<file path="config.mk">
export PLATFORM = sky130hd
export DESIGN_NAME = cpu_mem_loader
export DESIGN_NICKNAME = d
export VERILOG_FILES = /design/src/rtl/cpu_loader_pkg.sv /design/src/rtl/loader_word_counter.sv /design/src/rtl/cpu_mem_loader.sv
export SDC_FILE = /design/constraint.sdc
export NUM_CORES = 1
export LEC_CHECK = 0
export BUFFER_PORTS_ARGS = -buffer_cell sky130_fd_sc_hd__buf_4
export CAP_MARGIN = 10
export CORE_AREA = 2 2 203 205
export CTS_BUF_LIST = sky130_fd_sc_hd__clkbuf_4 sky130_fd_sc_hd__clkbuf_8
export CTS_CLUSTER_SIZE = 14
export DETAILED_ROUTE_END_ITERATION = 7
export DIE_AREA = 0 0 205 207
export HOLD_SLACK_MARGIN = 0.03
export PLACE_DENSITY = 0.52
export SYNTH_ARGS = -nofsm -noshare
export SYNTH_HDL_FRONTEND = slang
export SYNTH_HIERARCHICAL = 1
export SYNTH_SLANG_ARGS = --single-unit
</file>
<file path="constraint.sdc">
create_clock -name clk -period 3.3 [get_ports clk]
set_clock_uncertainty 0.15 [all_clocks]
set_input_delay 0.165 -clock clk [delete_from_list [all_inputs] [get_ports clk]]
set_output_delay 0.165 -clock clk [all_outputs]
set_load 0.005 [all_outputs]
</file>
<file path="src/rtl/cpu_loader_pkg.sv">
// Shared types and constants for the cpu memory loader: FSM states,
// bytes-per-word for each memory and the default memory depths.
package cpu_loader_pkg;

  typedef enum logic [2:0] {
    IDLE,
    LOAD_I,
    LOAD_D,
    RUN,
    DUMP_RD,
    DUMP_WAIT,
    DUMP_OUT,
    FIN
  } loader_state_t;

  localparam int IMEM_BYTES_PER_WORD = 4;
  localparam int DMEM_BYTES_PER_WORD = 8;

  localparam int DEFAULT_IMEM_WORDS = 512;
  localparam int DEFAULT_DMEM_WORDS = 1024;
  localparam int DEFAULT_CNT_W      = 11;
  localparam int DEFAULT_RUN_W      = 32;

endpackage

</file>
<file path="src/rtl/loader_word_counter.sv">
// Up-counter with a loadable limit, clear, increment-on-strobe and flags for
// "count equals limit" (tc) and "next increment reaches limit" (last).
module loader_word_counter #(
  parameter int W = 11
) (
  input  logic         clk,
  input  logic         arst,
  input  logic         clear,
  input  logic         load,
  input  logic [W-1:0] limit_in,
  input  logic         inc,
  output logic [W-1:0] count,
  output logic         tc,
  output logic         last
);

  logic [W-1:0] limit_q;

  // clear takes priority so a phase change can reset the index on its final increment
  always_ff @(posedge clk or posedge arst) begin
    if (arst) begin
      count   <= '0;
      limit_q <= '0;
    end else begin
      if (load)
        limit_q <= limit_in;
      if (clear)
        count <= '0;
      else if (inc)
        count <= count + 1'b1;
    end
  end

  assign tc   = (count == limit_q);
  assign last = (({1'b0, count} + (W+1)'(1)) == {1'b0, limit_q});

endmodule

</file>
<file path="src/rtl/cpu_mem_loader.sv">
// Host-side loader: streams a program into imem then dmem, runs the cpu for a
// set number of cycles, then dumps a dmem window. Option: LOADER_CHECKSUM_EN.
module cpu_mem_loader
  import cpu_loader_pkg::*;
#(
  parameter int IMEM_WORDS = DEFAULT_IMEM_WORDS,
  parameter int DMEM_WORDS = DEFAULT_DMEM_WORDS,
  parameter int CNT_W      = DEFAULT_CNT_W,
  parameter int RUN_W      = DEFAULT_RUN_W
) (
  input  logic             clk,
  input  logic             arst,
  input  logic             start,
  input  logic [CNT_W-1:0] imem_len,
  input  logic [CNT_W-1:0] dmem_len,
  input  logic [RUN_W-1:0] run_cycles,
  input  logic [CNT_W-1:0] dump_len,
  input  logic             s_valid,
  input  logic [63:0]      s_data,
  output logic             s_ready,
  output logic             m_valid,
  output logic [63:0]      m_data,
  input  logic             m_ready,
  output logic [63:0]      addr_ext,
  output logic             wen_ext,
  output logic             ren_ext,
  output logic [31:0]      wdata_ext,
  input  logic [31:0]      rdata_ext,
  output logic [63:0]      addr_ext_2,
  output logic             wen_ext_2,
  output logic             ren_ext_2,
  output logic [63:0]      wdata_ext_2,
  input  logic [63:0]      rdata_ext_2,
  output logic             cpu_enable,
  output logic             busy,
`ifdef LOADER_CHECKSUM_EN
  output logic             done,
  output logic [31:0]      load_sum
`else
  output logic             done
`endif
);

  localparam logic [CNT_W-1:0] IMEM_MAX = CNT_W'(IMEM_WORDS);
  localparam logic [CNT_W-1:0] DMEM_MAX = CNT_W'(DMEM_WORDS);

  loader_state_t    state, state_nxt;
  logic [CNT_W-1:0] imem_len_sat, dmem_len_sat, dump_len_sat;
  logic [CNT_W-1:0] dmem_len_q, dump_len_q;
  logic             accept_start;

  logic             idx_clear, idx_load, idx_inc, idx_tc, idx_last;
  logic [CNT_W-1:0] idx, idx_limit;
  logic [63:0]      idx_wide;

  logic             run_tc, unused_run_last;
  logic [RUN_W-1:0] unused_run_count;
  logic             unused_rdata;

  assign imem_len_sat = (imem_len > IMEM_MAX) ? IMEM_MAX : imem_len;
  assign dmem_len_sat = (dmem_len > DMEM_MAX) ? DMEM_MAX : dmem_len;
  assign dump_len_sat = (dump_len > DMEM_MAX) ? DMEM_MAX : dump_len;
  assign accept_start = (state == IDLE) && start;
  assign unused_rdata = ^rdata_ext;

  loader_word_counter #(.W(CNT_W)) u_idx (
    .clk      (clk),
    .arst     (arst),
    .clear    (idx_clear),
    .load     (idx_load),
    .limit_in (idx_limit),
    .inc      (idx_inc),
    .count    (idx),
    .tc       (idx_tc),
    .last     (idx_last)
  );

  loader_word_counter #(.W(RUN_W)) u_run (
    .clk      (clk),
    .arst     (arst),
    .clear    (accept_start),
    .load     (accept_start),
    .limit_in (run_cycles),
    .inc      (cpu_enable),
    .count    (unused_run_count),
    .tc       (run_tc),
    .last     (unused_run_last)
  );

  always_ff @(posedge clk or posedge arst) begin
    if (arst) begin
      state      <= IDLE;
      dmem_len_q <= '0;
      dump_len_q <= '0;
      m_data     <= '0;
    end else begin
      state <= state_nxt;
      if (accept_start) begin
        dmem_len_q <= dmem_len_sat;
        dump_len_q <= dump_len_sat;
      end
      if (state == DUMP_WAIT)
        m_data <= rdata_ext_2;
    end
  end

  // Each phase exit clears the index and loads the limit for the next phase,
  // so a zero-length phase is seen as tc on its first cycle.
  always_comb begin
    state_nxt  = state;
    idx_clear  = 1'b0;
    idx_load   = 1'b0;
    idx_limit  = imem_len_sat;
    idx_inc    = 1'b0;
    s_ready    = 1'b0;
    wen_ext    = 1'b0;
    wen_ext_2  = 1'b0;
    ren_ext_2  = 1'b0;
    m_valid    = 1'b0;
    cpu_enable = 1'b0;
    done       = 1'b0;
    case (state)
      IDLE: begin
        if (start) begin
          state_nxt = LOAD_I;
          idx_clear = 1'b1;
          idx_load  = 1'b1;
          idx_limit = imem_len_sat;
        end
      end
      LOAD_I: begin
        idx_limit = dmem_len_q;
        if (idx_tc) begin
          state_nxt = LOAD_D;
          idx_clear = 1'b1;
          idx_load  = 1'b1;
        end else begin
          s_ready = 1'b1;
          wen_ext = s_valid;
          idx_inc = s_valid;
          if (s_valid && idx_last) begin
            state_nxt = LOAD_D;
            idx_clear = 1'b1;
            idx_load  = 1'b1;
          end
        end
      end
      LOAD_D: begin
        idx_limit = dump_len_q;
        if (idx_tc) begin
          state_nxt = RUN;
          idx_clear = 1'b1;
          idx_load  = 1'b1;
        end else begin
          s_ready   = 1'b1;
          wen_ext_2 = s_valid;
          idx_inc   = s_valid;
          if (s_valid && idx_last) begin
            state_nxt = RUN;
            idx_clear = 1'b1;
            idx_load  = 1'b1;
          end
        end
      end
      RUN: begin
        if (run_tc)
          state_nxt = idx_tc ? FIN : DUMP_RD;
        else
          cpu_enable = 1'b1;
      end
      DUMP_RD: begin
        ren_ext_2 = 1'b1;
        state_nxt = DUMP_WAIT;
      end
      DUMP_WAIT: state_nxt = DUMP_OUT;
      DUMP_OUT: begin
        m_valid = 1'b1;
        if (m_ready) begin
          idx_inc   = 1'b1;
          state_nxt = idx_last ? FIN : DUMP_RD;
        end
      end
      FIN: begin
        done      = 1'b1;
        state_nxt = IDLE;
      end
      default: state_nxt = IDLE;
    endcase
  end

  assign idx_wide    = 64'(idx);
  assign busy        = (state != IDLE);
  assign ren_ext     = 1'b0;
  assign addr_ext    = wen_ext ? idx_wide * 64'(IMEM_BYTES_PER_WORD) : '0;
  assign wdata_ext   = wen_ext ? s_data[31:0] : '0;
  assign addr_ext_2  = (wen_ext_2 || ren_ext_2) ? idx_wide * 64'(DMEM_BYTES_PER_WORD) : '0;
  assign wdata_ext_2 = wen_ext_2 ? s_data : '0;

`ifdef LOADER_CHECKSUM_EN
  // Running sum of accepted words; only changes on load strobes, so it holds after LOAD_D.
  always_ff @(posedge clk or posedge arst) begin
    if (arst)
      load_sum <= '0;
    else if (accept_start)
      load_sum <= '0;
    else if (wen_ext)
      load_sum <= load_sum + s_data[31:0];
    else if (wen_ext_2)
      load_sum <= load_sum + s_data[31:0] + s_data[63:32];
  end
`endif

endmodule

</file>
==> results of run 1 <==
==> layer usage <==
metal  global-route usage, %  part of all wire (%)
met1                    27.1                    44
met2                    31.6                    47
met3                    5.07                   7.8
met4                    3.45                   1.2
met5                       0                  0.22
==> through the flow <==
stage,total power (uW),std cells
finish,8410,2104
global placement,6470,1917
CTS,8440,2100
global route,8940,2103
floorplan,5150,1151
detailed placement,6520,1917
==> power by group through the flow <==
stage          clock network [uW]  registers, uW  logic [uW]
2_1_floorplan                   0           2970        2180
4_1_cts                      1730           3140        3570
3_5_place_dp                    0           3180        3340
5_1_grt                      1820           3210        3920
6_report                     1680           3140        3600
3_3_place_gp                    0           3170        3310
==> sequential cells by signal (all words and copies together) (netlist names) <==
| name | flops |
|---|---|
| dmem_len_q | 11 |
| u_idx/limit_q | 11 |
| u_run/count | 32 |
| dump_len_q | 11 |
| u_run/limit_q | 32 |
| state | 3 |
| m_data | 64 |
| u_idx/count | 11 |
==> how the worst min path moves through the flow <==
stage	slack [ps]	endpoint	depth (start not counted)
final	60	u_idx/limit_q[1]	4
after global routing	70	u_idx/limit_q[1]	4
after CTS	40	u_idx/limit_q[1]	4
after detailed placement	130	state[2]	2
after global placement	130	state[2]	2
after floorplan	4	u_idx/count[0]	1
==> critical path: stages (launching register included) <==
cell and delay, ps:
dfrtp_1 430, xor2_1 220, or4b_4 580, nor4_4 250, nor2_4 110, and2_4 220, buf_12 190, and3_1 230
buf_4 150
==> layout make-up <==
type	count	area share, %
Inverter	11	0.276
Clock buffer	17	1.52
Sequential cell	175	28.4
Multi-Input combinational cell	783	33.7
Timing Repair Buffer	569	30.4
Antenna cell	2	0.0325
Clock inverter	15	1.30
Tap cell	532	4.32
==> what timing repair did <==
action | 4_1_cts | 5_1_grt
setup endpoints to repair | 107 | 112
pin swaps | 2 | 0
cloned | 3 | 0
hold buffers | 148 | 0
hold endpoints to repair | 227 | 0
setup buffers | 0 | 1
resized for setup | 5 | 8
==> out/qor.log, run 1 <==
INFO  grt            grtUsageTotal=19.7%
INFO  timing         fin_tns_setup=0ps
INFO  drt            drc_violation_count_after_routing=0
INFO  timing         setup_repair_after_global_routing_missed_its_margin=no
INFO  timing         timing.slew.headroom=38.5%
INFO  floorplan      design.portCount=527
INFO  final_layout   mostFrequentLayoutCell=buf_4
INFO  clock_network  clockBufferDepth=2
INFO  power          power_density=546mW/mm^2
INFO  drt            first_iteration_detailed_routing_drc_count=711
INFO  worst_hold_path hold_path_startpoint=imem_len[1]
INFO  drt            ant_nets=0
INFO  setup_path     critPathCapture=wdata_ext_2[26]
INFO  setup_path     kind_of_start_point_of_the_critical_path=register
INFO  drt            vias=9454
INFO  timing         final-hold-violation-count=0
INFO  power          p_int=5180uW
INFO  clock_network  cts_tree=done
INFO  place          place.port_buffers=387
INFO  power          combinationalPowerShare=42.7%
INFO  synthesis      postSynthAreaPerCell=9.90um^2
INFO  final_layout   proportion_of_layout_cells_with_a_drive_suffix_above_1=37.9%
INFO  floorplan      die_height=207um
INFO  grt            grt_antenna_before_repair=12
INFO  power          leakage_component_of_the_power=0.00760uW
INFO  floorplan      coreArea=0.0404mm^2
INFO  floorplan      die_w=205um
INFO  place          dpl_worst_slack=139ps
INFO  grt            grt_first_pass_wirelength=61800um
INFO  setup_path     worstReg2RegStart=u_idx/count[0]
INFO  drt            detail_routed_net_length_per_standard_cell=20.5um
INFO  final_layout   fin_area=0.0154mm^2
INFO  worst_hold_path worstHoldPathType=input port to register
INFO  drt            detailedRoute.firstPassIterationCount=6
INFO  power          power.ir.vdd_worst=0.295mV
INFO  final_layout   area.growth.synth_to_final=49.0%
INFO  clock_network  worst_skew_pair.late_latency=460ps
INFO  drt            viasPerCell=4.49
INFO  power          power_frac_seq=37.3%
INFO  setup_path     critPathCaptureType=primary output
INFO  final_layout   multi_input_logic_area=0.00520mm^2
INFO  setup_path     worst-r2r-cell-count=9
INFO  final_layout   final_nets=1789
INFO  timing         postLayoutSetupSlackWorst=132ps
INFO  clock_network  cts.root.buffer_cell=clkbuf_8
INFO  drt            routed_wl=43100um
INFO  setup_path     critical_path.startpoint=u_idx/count[10]
INFO  setup_path     reg2reg_to=u_idx/limit_q[2]
INFO  final_layout   seqCellArea=0.00438mm^2
INFO  synthesis      synth_warnings=6
INFO  grt            globalRouteOverflowTotal=0
INFO  power          power.switching_fraction=38.5%
INFO  grt            maximum_number_of_pins_on_one_net_before_global_route_repair=67
INFO  clock_network  clkSlewWorstSetupHoldPaths=110ps
INFO  setup_path     cp_data_required_time=2980ps
INFO  job            drv_cap=0
INFO  timing         final_period_minus_worst_setup_slack=3170ps
INFO  timing         finalHoldWorstSlack=61.7ps
INFO  clock_network  cts_max_level=4
INFO  setup_path     reg2reg_setup_slack=260ps
INFO  outcome        outcome=finished clean
INFO  floorplan      placementRows=74
INFO  floorplan      floorplan.initialDensity=25.6%
INFO  timing         post-route-period-util=96.0%
INFO  place          dp.final_hpwl=33400um
INFO  synthesis      synth_cells=1045
INFO  final_layout   post-route-util=38.2%
INFO  synthesis      post_synth_instance_area=0.0103mm^2
INFO  setup_path     crit_path_max_fanout=62
INFO  final_layout   fillCellCount=4092
INFO  place          post_dp_cell_area=0.0134mm^2
INFO  timing         worstMarginPinSlew=921ps
INFO  clock_network  clock-sinks=175
INFO  timing         slew_violations=0
INFO  timing         fmax=316MHz
INFO  timing         final-setup-viol-count=0
INFO  clock_network  cts_inserted_buffers=17
INFO  power          power.switching=3240uW
INFO  grt            grt_pass1_vias=9116
INFO  floorplan      floorplan.die_area=0.0424mm^2
INFO  final_layout   mostFrequentLayoutCells=buf_4, dfrtp_1, dlygate4sd3_1, and3_1, mux2_2
INFO  setup_path     worst_ep_arrival_time=2850ps
INFO  place          globalplace.congestion=0.842
INFO  setup_path     worst-setup-path-type=register to primary output
INFO  power          share_clk_of_total_power=20.0%
(Power assumes the default switching activity.)
==> inputs of run 2 (changes only) <==
PLACE_DENSITY = not set   (was 0.52)
PLACE_DENSITY_LB_ADDON = 0.05   (was not set)
REMOVE_ABC_BUFFERS = 1   (was not set)
==> run 2 against run 1 <==
Net effect: die area unchanged; cell count up 0.52%; wire length down 5.9%; critical path type unchanged; critical endpoint is now wdata_ext_2[60].
==> out/qor.log, run 2 (synthesized netlist as in run 1, its figures left out) <==
INFO  drt            first_iteration_detailed_routing_drc_count=358 [-50%]
INFO  floorplan      floorplan.die_area=0.0424mm^2 [unchanged]
INFO  clock_network  clkSlewWorstSetupHoldPaths=100ps [about the same]
INFO  timing         timing.slew.headroom=38.5% [-0.067 points]
INFO  grt            grt_pass1_vias=9192 [+0.83%]
INFO  outcome        outcome=finished clean
INFO  setup_path     master_of_the_slowest_instance_on_the_critical_path=or4b_1
INFO  floorplan      placementRows=74 [unchanged]
INFO  final_layout   fillCellCount=4146 [+1.3%]
INFO  place          globalplace.congestion=0.806 [-4.3%]
INFO  setup_path     critPathCaptureType=primary output
INFO  drt            ant_nets=0 [unchanged]
INFO  place          place.port_buffers=387 [unchanged]
INFO  setup_path     kind_of_start_point_of_the_critical_path=register
INFO  job            drv_cap=0 [unchanged]
INFO  drt            drc_violation_count_after_routing=0 [unchanged]
INFO  place          dp.final_hpwl=31300um [-6.1%]
INFO  clock_network  clock-sinks=175 [unchanged]
INFO  drt            detailedRoute.firstPassIterationCount=4 [-2]
INFO  grt            grtUsageTotal=18.7% [-1.1 points]
INFO  timing         finalHoldWorstSlack=77.4ps [+15.7 ps]
INFO  clock_network  cts.root.buffer_cell=clkbuf_8
INFO  timing         post-route-period-util=97.4% [+1.4 points]
INFO  setup_path     crit_path_max_fanout=54 [-13%]
INFO  power          leakage_component_of_the_power=0.00762uW [+0.24%]
INFO  drt            detail_routed_net_length_per_standard_cell=19.2um [-6.3%]
INFO  floorplan      coreArea=0.0404mm^2 [unchanged]
INFO  clock_network  cts_max_level=4 [unchanged]
INFO  setup_path     worst-path-buf-inv=3 [+1]
INFO  floorplan      floorplan.initialDensity=25.6% [unchanged]
INFO  final_layout   mostFrequentLayoutCells=buf_4, dfrtp_1, dlygate4sd3_1, and3_1, mux2_2
INFO  floorplan      die_w=205um [unchanged]
INFO  final_layout   mostFrequentLayoutCell=buf_4
INFO  grt            globalRouteOverflowTotal=0 [unchanged]
INFO  grt            grt_first_pass_wirelength=59700um [-3.3%]
INFO  setup_path     cp_common_cell=buf_4
INFO  final_layout   proportion_of_layout_cells_with_a_drive_suffix_above_1=38.7% [+0.84 points]
INFO  place          post_dp_cell_area=0.0135mm^2 [+0.62%]
INFO  timing         worstMarginPinSlew=922ps [+0.998 ps]
INFO  drt            vias=9231 [-2.4%]
INFO  final_layout   post-route-util=38.4% [+0.18 points]
INFO  final_layout   largest_reg_flops=64 [unchanged]
INFO  grt            grt_antenna_before_repair=9 [-3]
INFO  floorplan      design.portCount=527 [unchanged]
INFO  setup_path     cpLargestDelayFamily=simple AND/OR/NAND/NOR gates
INFO  timing         fmax=311MHz [-1.5%]
INFO  place          dpl_worst_slack=280ps [+141 ps]
INFO  grt            maximum_number_of_pins_on_one_net_before_global_route_repair=108 [+61%]
INFO  final_layout   reg.largest.list=m_data (64), u_run/count (32), u_run/limit_q (32)
INFO  final_layout   fin_area=0.0155mm^2 [+0.47%]
INFO  setup_path     critical_path.max_stage_delay=540ps [-40 ps]
INFO  final_layout   area.growth.synth_to_final=49.7%
INFO  clock_network  cts_tree=done
INFO  timing         slew_violations=0 [unchanged]
INFO  power          power.ir.vdd_worst=0.268mV [-9.2%]
INFO  drt            viasPerCell=4.36 [-2.9%]
INFO  drt            routed_wl=40500um [-5.9%]
INFO  clock_network  worst_skew_pair.late_latency=500ps [+40 ps]
INFO  floorplan      die_height=207um [unchanged]
INFO  power          power_density=530mW/mm^2 [-2.9%]
INFO  setup_path     crit_chain=xor2_1 > or4b_1 > nor4_2 > buf_4 > nor2_1 > and2_4 > buf_16 > and3_1 > buf_4
INFO  final_layout   largest-register=m_data
INFO  setup_path     worst_ep_arrival_time=2900ps [+50 ps]
INFO  setup_path     cp_data_required_time=2980ps [about the same]
INFO  final_layout   final_nets=1799 [+0.56%]
INFO  setup_path     worst-setup-path-type=register to primary output
INFO  worst_hold_path worstHoldPathType=input port to register
INFO  clock_network  cts_inserted_buffers=17 [unchanged]
INFO  timing         postLayoutSetupSlackWorst=84.7ps [-47.6 ps]
INFO  timing         final-setup-viol-count=0 [unchanged]
INFO  clock_network  clockBufferDepth=2 [unchanged]
INFO  timing         final_period_minus_worst_setup_slack=3220ps [+47.6 ps]
INFO  timing         setup_repair_after_global_routing_missed_its_margin=yes
INFO  timing         final-hold-violation-count=0 [unchanged]
-- run 2: changes by cell type in the layout (fill, tap and decap cells not counted), moves of 2 or more --
| cell | before | now |
|---|---|---|
| inv_8 | 3 | 1 |
| buf_4 | 417 | 429 |
| and2_2 | 2 | 0 |
| dfrtp_2 | 2 | 0 |
| clkinv_4 | 0 | 6 |
| dfrtp_1 | 173 | 175 |
| bufinv_16 | 3 | 0 |
| clkinvlp_4 | 2 | 0 |
| and3_4 | 0 | 11 |
| and3_1 | 120 | 109 |
-- run 2: cell type report --
type	instances	area (um^2)	area share, %
multi-input combinational	780	5210	33.6
timing repair buffer	582	4810	31.1
sequential	175	4380	28.3
tap	532	666	4.30
clock buffer	18	241	1.56
clock inverter	14	129	0.832
inverter	11	42.5	0.275
antenna	3	7.51	0.0485
-- run 2: what timing repair did --
| action | CTS | global route |
|---|---|---|
| buffers inserted | 1 | 2 |
| endpoints found under the setup margin | 107 | 119 |
| hold buffers | 148 | 0 |
| hold endpoints to repair | 248 | 0 |
| pin swaps | 1 | 6 |
| cloned | 0 | 1 |
| gates resized for setup | 7 | 12 |
-- run 2: final timing paths --
check,slack [ps],end,depth (start not counted),from
worst min register to register,350,dmem_len_q[6],2,dmem_len_q[6]
max in group asynchronous,1990,m_data[63],4,arst
min in group asynchronous,240,state[0],3,arst
worst min-delay path,80,u_idx/limit_q[1],4,imem_len[1]
worst max register to register,320,u_idx/limit_q[5],11,u_idx/count[0]
worst max-delay path,80,wdata_ext_2[60],9,u_idx/count[10]
-- run 2: where the power goes --
part           total (uW)  switching, uW  internal, uW  leakage (uW)
logic                3660           1820          1830       0.00524
registers            3090            444          2640       0.00219
clock network        1470            909           557      0.000191
total                8210           3180          5030       0.00762
-- run 2: per-layer routing --
layer  share of wire (%)  vias up  track usage, %
li1                    -     4408               -
met5                0.19        -               0
met4                0.96       10            2.88
met3                 6.9       35            5.35
met2                  48      313            31.3
met1                  44     4465            24.3
-- run 2: per-stage QoR --
stage	TNS [ps]	instances	total power, uW
floorplan	-13720	966	4870
global placement	0	1928	6530
finish	0	2115	8210
global route	-9330	2114	8830
detailed placement	0	1928	6540
CTS	0	2109	8240
-- run 2: worst register-to-register path, delay by kind of cell, from the launching register on --
kind,cells,cell delay [ps]
mux,2,510
flops,1,370
buf+inv,3,520
simple gates,3,820
fa+ha+maj,1,260
compound gates,2,230
